File: config.mk
export PLATFORM = sky130hd
export DESIGN_NAME = aud_recorder_flat
export DESIGN_NICKNAME = d
export VERILOG_FILES = /design/src/rtl/aud_pkg.sv /design/src/rtl/aud_recorder_if.sv /design/src/rtl/aud_i2s_sync.sv /design/src/rtl/aud_recorder.sv /design/src/flat_wrapper.sv
export SDC_FILE = /design/constraint.sdc
export NUM_CORES = 1
export LEC_CHECK = 0
export CAP_MARGIN = 40
export CORE_MARGIN = 1.5
export CORE_UTILIZATION = 57
export CTS_BUF_LIST = sky130_fd_sc_hd__clkbuf_16
export CTS_CLUSTER_SIZE = 12
export DETAILED_ROUTE_END_ITERATION = 10
export PLACE_DENSITY = 0.86
export SKIP_LAST_GASP = 1
export SLEW_MARGIN = 20
export SYNTH_ARGS = -nofsm -noshare
export SYNTH_HDL_FRONTEND = slang
export SYNTH_SLANG_ARGS = --single-unit
export TNS_END_PERCENT = 20
File: constraint.sdc
create_clock -name i_clk -period 4.5 [get_ports i_clk]
set_clock_uncertainty 0.2 [all_clocks]
set_input_delay 0.45 -clock i_clk [delete_from_list [all_inputs] [get_ports i_clk]]
set_output_delay 0.45 -clock i_clk [all_outputs]
set_load 0.02 [all_outputs]
File: src/rtl/aud_pkg.sv
// Shared definitions for the audio capture path and the playback DSP.
`timescale 1ns/1ps
package aud_pkg;
    typedef enum logic [2:0] {
        ST_IDLE,
        ST_WAIT,
        ST_SKIP,
        ST_SHIFT,
        ST_WRITE,
        ST_PAUSE
    } rec_state_t;

    // LRC level that marks each codec channel
    localparam logic CAP_LEFT  = 1'b0;
    localparam logic CAP_RIGHT = 1'b1;

    localparam int AUD_ADDR_W = 20;
    localparam int AUD_DATA_W = 16;
endpackage

File: src/rtl/aud_recorder_if.sv
// SRAM write bus between the recorder (master) and the sample memory (slave).
`timescale 1ns/1ps
interface aud_recorder_if #(
    parameter int ADDR_W = 20,
    parameter int DATA_W = 16
);
    logic [ADDR_W-1:0] o_sram_addr;
    logic [DATA_W-1:0] o_sram_data;
    logic              o_sram_we_n;

    modport master (output o_sram_addr, output o_sram_data, output o_sram_we_n);
    modport slave  (input  o_sram_addr, input  o_sram_data, input  o_sram_we_n);
endinterface

File: src/rtl/aud_i2s_sync.sv
// Brings the asynchronous codec pins into the system clock domain and
// flags bit-clock rising edges; also keeps the lrc seen at the previous edge.
`timescale 1ns/1ps
module aud_i2s_sync (
    input  logic clk,
    input  logic rst_n,
    input  logic bclk_pin,
    input  logic lrc_pin,
    input  logic dat_pin,
    output logic bclk_rise,
    output logic lrc,
    output logic lrc_prev,
    output logic dat
);
    logic [2:0] meta;
    logic [2:0] sync;
    logic       bclk_d;

    // two-flop synchroniser, edge-detect delay, and lrc history per bclk edge
    always_ff @(posedge clk or negedge rst_n) begin
        if (!rst_n) begin
            meta     <= '0;
            sync     <= '0;
            bclk_d   <= 1'b0;
            lrc_prev <= 1'b0;
        end else begin
            meta   <= {bclk_pin, lrc_pin, dat_pin};
            sync   <= meta;
            bclk_d <= sync[2];
            if (sync[2] && !bclk_d)
                lrc_prev <= sync[1];
        end
    end

    assign bclk_rise = sync[2] & ~bclk_d;
    assign lrc       = sync[1];
    assign dat       = sync[0];
endmodule

File: src/rtl/aud_recorder.sv
// I2S single-channel capture into SRAM; publishes the exclusive end address.
`timescale 1ns/1ps
module aud_recorder
    import aud_pkg::*;
#(
    parameter int                DATA_W    = AUD_DATA_W,
    parameter int                ADDR_W    = AUD_ADDR_W,
    parameter logic [ADDR_W-1:0] DEPTH     = '1,
    parameter logic              CAP_LRC   = CAP_LEFT,
    parameter int                WE_CYCLES = 2
) (
    input  logic              i_clk,
    input  logic              i_rst_n,
    input  logic              i_bclk,
    input  logic              i_lrc,
    input  logic              i_adc_dat,
    input  logic              i_start,
    input  logic              i_pause,
    input  logic              i_stop,
    aud_recorder_if.master    sram,
    output logic [ADDR_W-1:0] o_final_address,
    output logic              o_recording,
    output logic              o_full
);
    localparam int CNT_W  = $clog2(DATA_W) + 1;
    localparam int WCNT_W = $clog2(WE_CYCLES + 2);

    rec_state_t        state;
    logic [ADDR_W-1:0] addr;
    logic [DATA_W-1:0] data;
    logic              we_n;
    logic [DATA_W-2:0] shift;
    logic [CNT_W-1:0]  bit_cnt;
    logic [WCNT_W-1:0] we_cnt;
    logic              stop_pend;
    logic              pause_pend;
    logic              bclk_rise;
    logic              lrc;
    logic              lrc_prev;
    logic              dat;
    logic [ADDR_W-1:0] addr_nxt;

    aud_i2s_sync u_sync (
        .clk       (i_clk),
        .rst_n     (i_rst_n),
        .bclk_pin  (i_bclk),
        .lrc_pin   (i_lrc),
        .dat_pin   (i_adc_dat),
        .bclk_rise (bclk_rise),
        .lrc       (lrc),
        .lrc_prev  (lrc_prev),
        .dat       (dat)
    );

    assign addr_nxt         = addr + 1'b1;
    assign sram.o_sram_addr = addr;
    assign sram.o_sram_data = data;
    assign sram.o_sram_we_n = we_n;

    // recorder FSM; a write in progress always runs to completion and
    // remembers any stop/pause seen meanwhile
    always_ff @(posedge i_clk or negedge i_rst_n) begin
        if (!i_rst_n) begin
            state           <= ST_IDLE;
            addr            <= '0;
            data            <= '0;
            we_n            <= 1'b1;
            shift           <= '0;
            bit_cnt         <= '0;
            we_cnt          <= '0;
            stop_pend       <= 1'b0;
            pause_pend      <= 1'b0;
            o_final_address <= '0;
            o_recording     <= 1'b0;
            o_full          <= 1'b0;
        end else begin
            case (state)
                ST_IDLE: begin
                    if (i_start) begin
                        addr            <= '0;
                        o_full          <= 1'b0;
                        o_final_address <= '0;
                        o_recording     <= 1'b1;
                        state           <= ST_WAIT;
                    end
                end
                ST_WAIT, ST_SKIP, ST_SHIFT: begin
                    if (i_stop) begin
                        o_recording <= 1'b0;
                        state       <= ST_IDLE;
                    end else if (i_pause) begin
                        o_recording <= 1'b0;
                        state       <= ST_PAUSE;
                    end else if (bclk_rise) begin
                        if (state == ST_WAIT) begin
                            if (lrc == CAP_LRC && lrc_prev != CAP_LRC)
                                state <= ST_SKIP;
                        end else if (state == ST_SKIP) begin
                            bit_cnt <= '0;
                            state   <= ST_SHIFT;
                        end else begin
                            shift <= {shift[DATA_W-3:0], dat};
                            if (bit_cnt == CNT_W'(DATA_W - 1)) begin
                                data       <= {shift, dat};
                                we_cnt     <= '0;
                                stop_pend  <= 1'b0;
                                pause_pend <= 1'b0;
                                state      <= ST_WRITE;
                            end else begin
                                bit_cnt <= bit_cnt + 1'b1;
                            end
                        end
                    end
                end
                ST_WRITE: begin
                    stop_pend  <= stop_pend | i_stop;
                    pause_pend <= pause_pend | i_pause;
                    we_cnt     <= we_cnt + 1'b1;
                    if (we_cnt == '0)
                        we_n <= 1'b0;
                    if (we_cnt == WCNT_W'(WE_CYCLES))
                        we_n <= 1'b1;
                    if (we_cnt == WCNT_W'(WE_CYCLES + 1)) begin
                        addr            <= addr_nxt;
                        o_final_address <= addr_nxt;
                        if (addr_nxt == DEPTH) begin
                            o_full      <= 1'b1;
                            o_recording <= 1'b0;
                            state       <= ST_IDLE;
                        end else if (stop_pend || i_stop) begin
                            o_recording <= 1'b0;
                            state       <= ST_IDLE;
                        end else if (pause_pend || i_pause) begin
                            o_recording <= 1'b0;
                            state       <= ST_PAUSE;
                        end else begin
                            state <= ST_WAIT;
                        end
                    end
                end
                ST_PAUSE: begin
                    if (i_stop) begin
                        state <= ST_IDLE;
                    end else if (i_start) begin
                        o_recording <= 1'b1;
                        state       <= ST_WAIT;
                    end
                end
                default: begin
                    o_recording <= 1'b0;
                    state       <= ST_IDLE;
                end
            endcase
        end
    end
endmodule

File: src/flat_wrapper.sv
// flat-port wrapper written by rule: the top's interface ports become plain ports
module aud_recorder_flat import aud_pkg::*;
#(
    parameter int                DATA_W    = AUD_DATA_W,
    parameter int                ADDR_W    = AUD_ADDR_W,
    parameter logic [ADDR_W-1:0] DEPTH     = '1,
    parameter logic              CAP_LRC   = CAP_LEFT,
    parameter int                WE_CYCLES = 2
)
  (i_clk, i_rst_n, i_bclk, i_lrc, i_adc_dat, i_start, i_pause, i_stop, o_final_address, o_recording, o_full, sram_o_sram_addr, sram_o_sram_data, sram_o_sram_we_n);
  aud_recorder_if #(.ADDR_W(ADDR_W), .DATA_W(DATA_W)) sram_i ();
  input  logic i_clk;
  input  logic i_rst_n;
  input  logic i_bclk;
  input  logic i_lrc;
  input  logic i_adc_dat;
  input  logic i_start;
  input  logic i_pause;
  input  logic i_stop;
  output logic [ADDR_W-1:0] o_final_address;
  output logic o_recording;
  output logic o_full;
  output wire logic [$bits(sram_i.o_sram_addr)-1:0] sram_o_sram_addr;
  output wire logic [$bits(sram_i.o_sram_data)-1:0] sram_o_sram_data;
  output wire logic [$bits(sram_i.o_sram_we_n)-1:0] sram_o_sram_we_n;
  assign sram_o_sram_addr = sram_i.o_sram_addr;
  assign sram_o_sram_data = sram_i.o_sram_data;
  assign sram_o_sram_we_n = sram_i.o_sram_we_n;
  aud_recorder #(.DATA_W(DATA_W), .ADDR_W(ADDR_W), .DEPTH(DEPTH), .CAP_LRC(CAP_LRC), .WE_CYCLES(WE_CYCLES)) u_core (.i_clk(i_clk), .i_rst_n(i_rst_n), .i_bclk(i_bclk), .i_lrc(i_lrc), .i_adc_dat(i_adc_dat), .i_start(i_start), .i_pause(i_pause), .i_stop(i_stop), .sram(sram_i), .o_final_address(o_final_address), .o_recording(o_recording), .o_full(o_full));
endmodule
Yosys cells after proc, flatten, opt, wreduce, memory -nomap -nowiden
Cells that the tools add are included.
W data, S select, Z words.

storage, ports and cells
  bits in registers = 74
  input port bits = 8
  output and inout port bits = 59
  word-level logic and storage cells = 121

cells by class
  add/sub/neg operators = 3
  equality and inequality tests = 25
  muxes and demuxes = 49
  bitwise gates (word level) = 9
  reductions and logical operators = 20

operators by type and width
  cell                     count
  $mux W20                 2
  $pmux W20 S2             1
  $mux W3                  13
  $add A20 B1 Y20 const B  1
  $eq A20 B20 Y1 const B   1
  $mux W1                  19
  $reduce_and A7 Y1        2
  $mux W2                  6
  $ne A2 B2 Y1 const B     6
  $pmux W3 S4              1
  $reduce_and A4 Y1        3
  $reduce_and A6 Y1        2
  $mux W5                  2
  $ne A2 B1 Y1 const B     5
  $eq A3 B2 Y1 const B     2
  $eq A3 B3 Y1 const B     2
  $ne A6 B3 Y1 const B     1
  $not A1 Y1               6
  $pmux W1 S2              3
  $reduce_bool A2 Y1       3
  $add A5 B1 Y5 const B    1
  $eq A5 B4 Y1 const B     1
  $ne A5 B5 Y1 const B     1
  $eq A2 B2 Y1 const B     2
  17 further kinds         20

Depth between registers and ports, before layout
  word-level depth = 8
  gate-level depth with buffers = 8
  gate-level depth less buffers = 8

By module
A second synthesis with hierarchy kept.

unflattened totals
  cell total of the unflattened synthesis = 362
  area total of the unflattened synthesis = 3811.2 µm²

modules (own cells, without submodules)
  module        instances  cells each  area an instance (µm²)  seq. area each (µm²)
  aud_recorder  1          352         3582.2                  1652.8
  aud_i2s_sync  1          10          229.0                   200.2

Worst setup path after synthesis
No wires, ideal clock.

  path kind = register -> register
  from = reg u_core.addr[0] (netlist: u_core.sram.o_sram_addr[0])
  to = reg u_core.state[0]
  setup time = 130 ps
  arrival time = 1946 ps
  data required time = 4170 ps
  path slack = 2224 ps
  cell stages (with the launch flop) = 9
  buffers on the path = 1
  period minus slack after synthesis = 2276 ps
  cells stage by stage = dfrtp_1 > ha_1 > and3_1 > clkbuf_1 > a32oi_1 > o32ai_1 > nand3_1 > and4bb_1 > o21ai_0

between the ends
  cells in the longest elaborated chain, start to end = 5

RTL lines
  what                    RTL line             source
  start, declared         aud_recorder.sv:29   logic [ADDR_W-1:0] addr;
  start signal, assigned  aud_recorder.sv:124  addr <= addr_nxt;
  $add A20 B1 Y20         aud_recorder.sv:55   assign addr_nxt = addr + 1'b1;
  $eq A20 B20 Y1          aud_recorder.sv:126  if (addr_nxt == DEPTH) begin
  $mux W3                 aud_recorder.sv:126
  $mux W3                 aud_recorder.sv:123  if (we_cnt == WCNT_W'(WE_CYCLES + 1)) begin
  $pmux W3 S4             aud_recorder.sv:77   case (state)
  end signal, assigned    aud_recorder.sv:84   state <= ST_WAIT;
  end signal, assigned    aud_recorder.sv:129  state <= ST_IDLE;
  end signal, assigned    aud_recorder.sv:132  state <= ST_IDLE;
  end, declared           aud_recorder.sv:28   rec_state_t state;

Every way passes these cells. The select of a mux whose other input is x is not followed.
A chain may end at the register's enable or synchronous reset.

Worst setup path after layout
  from = reg u_core.state[2]
  to = reg u_core.addr[5] (netlist: u_core.sram.o_sram_addr[5])

between the ends
  cells in the longest elaborated chain, start to end = 3

RTL lines
  what                                                  RTL line            source
  start signal, assigned                                aud_recorder.sv:64  state <= ST_IDLE;
  start signal, assigned                                aud_recorder.sv:84
  start signal, assigned                                aud_recorder.sv:90  state <= ST_IDLE;
  $eq A3 B3 Y1 or $logic_not A3 Y1 (tied branches)      aud_recorder.sv:77
  $ne A2 B1 Y1 (no line), or another cell as far along  n/a
  $reduce_and A3 Y1 (no line)                           n/a

Parallel ways exist; a longest one is shown, timed or not.

==> impl_metrics.env <==
export IMPL_status="finished clean"
export IMPL_yosysTopAreaCellShare_pct=48.6
export IMPL_cp_end_kind="flip-flop"
export IMPL_rr_endpoint="u_core.sram.o_sram_addr[5]$_DFFE_PN0P_"
export IMPL_final_cell_area_um2=4650
export IMPL_stdcell_count=485
export IMPL_syn_instance_count=360
export IMPL_power_frac_seq_pct=42.1
export IMPL_powerDensity_nw_per_um2=399
export IMPL_synth_enable_flop_cells=0
export IMPL_crit_fanout=26
export IMPL_area_growth_pct=23.6
export IMPL_syn_num_nets=375
export IMPL_ys_top_cells_by_area="dfrtp_1 49%, mux2_2 9.6%, o21ai_0 5.6%, buf_4 4.2%, ha_1 2.3%"
export IMPL_cellInternalPower_w=0.00132
export IMPL_die_h_um=84.2
export IMPL_clock_sinks=74
export IMPL_placedCellCount=468
export IMPL_htree_levels=3
export IMPL_crit_arrival_ns=2.77
export IMPL_drc=0
export IMPL_wire_per_inst_um=16.8
export IMPL_cts_tree="yes"
export IMPL_track_usage_pct=24.4
export IMPL_dpl_hpwl_mm=5.41
export IMPL_avgViaCountPerCell=6.03
export IMPL_r2r_start="u_core.state[2]$_DFFE_PN0P_"
export IMPL_worst_r2r_path_depth=6
export IMPL_numCtsBuffers=9
export IMPL_drive_above_1_share_pct=15.0
export IMPL_portBuffers=66
export IMPL_ys_warn_count=0
export IMPL_hold_path_class="reg2reg"
export IMPL_syn_avg_cell_area_um2=10.4
export IMPL_grt_pass1_wl_mm=13.7
export IMPL_ant_nets=0
export IMPL_post_route_period_util_pct=61.8
export IMPL_drt_wl_total_mm=8.13
export IMPL_worst_ep_required_time_ns=4.49
export IMPL_tightest_slew_ns=0.794
export IMPL_drt_iter0_drc=341
export IMPL_clkPwrFrac_pct=40.8
export IMPL_grt_pass1_vias=2804
export IMPL_whs_endpoint="u_core.u_sync.sync[1]$_DFF_PN0_"
export IMPL_startpoint_type="flip-flop"
export IMPL_final_util_pct=73.2
export IMPL_root_buffer="clkbuf_16"
export IMPL_cts_setup_buffers=0
export IMPL_cts_resized_gates=0
export IMPL_final_cell_mix="73 x dfrtp_1, 65 x clkdlybuf4s50_1, 42 x o21ai_0"
export IMPL_final_hold_violation_count=0
export IMPL_setup_tns_final_ns=0
export IMPL_grt_start_max_net_pins=36
export IMPL_ys_seq_elements=74
export IMPL_leakage_nw=1.99
export IMPL_fin_crit_ns=2.78
export IMPL_min_path_cells=0
export IMPL_rsz0062_at_grt="false"
export IMPL_antenna_found_initial=0
export IMPL_start_util_pct=59.2
export IMPL_max_freq_ghz=0.360
export IMPL_cts_hold_buf=1
export IMPL_grt_overflow_total=0
export IMPL_rows=29
export IMPL_final_common_cell="dfrtp_1"
export IMPL_post_dp_cell_area_um2=4320
export IMPL_die_area_um2=7090
export IMPL_drt_first_pass_iters=5
export IMPL_cts_max_path_buffers=2
export IMPL_maxCapViolations=0
export IMPL_diodes=0
export IMPL_slew_headroom_pct=47.0
export IMPL_swShare_pct=28.9
export IMPL_insertion_delay_ns=0.34
export IMPL_core_area_um2=6350
export IMPL_combinationalPowerShare_pct=17.1
export IMPL_final_nets=418
export IMPL_crit_type="reg2reg"
export IMPL_setup_viol=0
export IMPL_switchingPower_w=0.000536
export IMPL_place_gp_congestion=0.828
export IMPL_synth_largest_area_cell="dfrtp_1"
export IMPL_num_vias=2926
export IMPL_ir_worst_vdd_mv=0.288
export IMPL_io_pins=67
export IMPL_regToRegSetupSlack_ns=1.72
export IMPL_ys_types=49
export IMPL_synthArstFlopShare_pct=100
export IMPL_clkSlewWorstSetupHoldPaths_ns=0.06
export IMPL_fp_dieW_um=84.2
export IMPL_hp_start="u_core.u_sync.meta[1]$_DFF_PN0_"
export IMPL_drv_slew=0
export IMPL_syn_area_um2=3760
export IMPL_synth_flop_cell="dfrtp_1"
export IMPL_ys_seq_area_share_pct=49.3
-- critical path, stage by stage, from the launching register on --
cell and delay (ns):
dfrtp_1 0.52, inv_1 0.21, nor3_4 0.32, nand2_1 0.55
and2_1 0.50, o21ai_0 0.21, o21ai_0 0.12
-- power by group through the flow --
stage	combinational, W	clock, W	sequential (W)
2_1_floorplan	0.000221	0	0.000775
3_3_place_gp	0.000305	0	0.000791
3_5_place_dp	0.000311	0	0.000792
4_1_cts	0.000316	0.000767	0.000780
5_1_grt	0.000356	0.000798	0.000791
6_report	0.000317	0.000757	0.000781
-- flip-flops by register name, summed over array words and instances (netlist names), 2 cells and up --
register	cells
u_core.u_sync.sync	3
u_core.sram.o_sram_addr	20
u_core.we_cnt	2
u_core.shift	15
u_core.u_sync.meta	3
u_core.sram.o_sram_data	16
u_core.bit_cnt	5
u_core.state	3
-- how the worst max path moves through the flow --
stage | from | end | slack, ns | cells after the start
after global placement | i_stop | u_core.shift[9]$_DFFE_PN0P_ | 1.55 | 5
after floorplan | u_core.sram.o_sram_addr[0]$_DFFE_PN0P_ | u_core.state[0]$_DFFE_PN0P_ | 2.22 | 8
after detailed placement | i_stop | u_core.shift[6]$_DFFE_PN0P_ | 1.44 | 5
after CTS | u_core.state[2]$_DFFE_PN0P_ | u_core.sram.o_sram_addr[5]$_DFFE_PN0P_ | 1.75 | 6
after global routing | u_core.state[2]$_DFFE_PN0P_ | u_core.sram.o_sram_addr[5]$_DFFE_PN0P_ | 1.40 | 6
final | u_core.state[2]$_DFFE_PN0P_ | u_core.sram.o_sram_addr[5]$_DFFE_PN0P_ | 1.72 | 6
-- synthesized netlist by cell type, types with 2 or more instances --
cell / number
xnor2_1: 6
a22o_1: 3
or4_1: 2
clkbuf_1: 8
nand3b_1: 2
and3_1: 7
or3_1: 3
inv_1: 10
nand4_1: 5
xor2_1: 4
dfrtp_1: 73
a31oi_1: 3
a21oi_1: 16
a211oi_1: 2
and4_1: 2
ha_1: 7
o21ai_0: 42
nor3_1: 7
a32oi_1: 3
buf_4: 21
o31ai_1: 3
and2_1: 3
mux2_2: 32
o22ai_1: 2
nor2b_1: 3
nand4_4: 2
nand2_1: 22
o32ai_1: 3
nor2_1: 21
nand3_1: 17
buf_2: 8
-- through the flow --
step	total power, W	worst slack [ns]	hold WS, ns
after floorplan	0.000996	2.22	-0.0456
after global placement	0.00110	1.55	0.133
after detailed placement	0.00110	1.44	0.140
after CTS	0.00186	1.75	0.153
after global routing	0.00195	1.40	0.155
final	0.00186	1.72	0.149
-- layout make-up --
cell class,count,area [um2]
clock buffer,9,225
clock inverter,7,92.6
fill,441,1700
inverter,10,37.5
multi-input combinational,238,1640
sequential,74,1850
tap,77,96.3
timing repair buffer,70,701
-- layer usage --
| metal | GRT usage [%] | wire length (um) | vias up |
|---|---|---|---|
| met3 | 5.41 | 481 | 17 |
| li1 | - | - | 1363 |
| met2 | 38.8 | 3970 | 107 |
| met1 | 31.8 | 3500 | 1439 |
| met4 | 12.2 | 188 | 0 |
| met5 | 0 | 0 | - |
-- kinds of logic after synthesis --
logic type	count (synthesis)	share of synthesized area, %
DFF	74	49.3
xor gates and xnor gates	10	2.33
buffers and inverters	48	7.19
adders and majority gates	7	2.33
and+or+nand+nor	107	16.5
AOI/OAI and AO/OA	82	12.8
muxes	32	9.58
(Power assumes the default switching activity.)
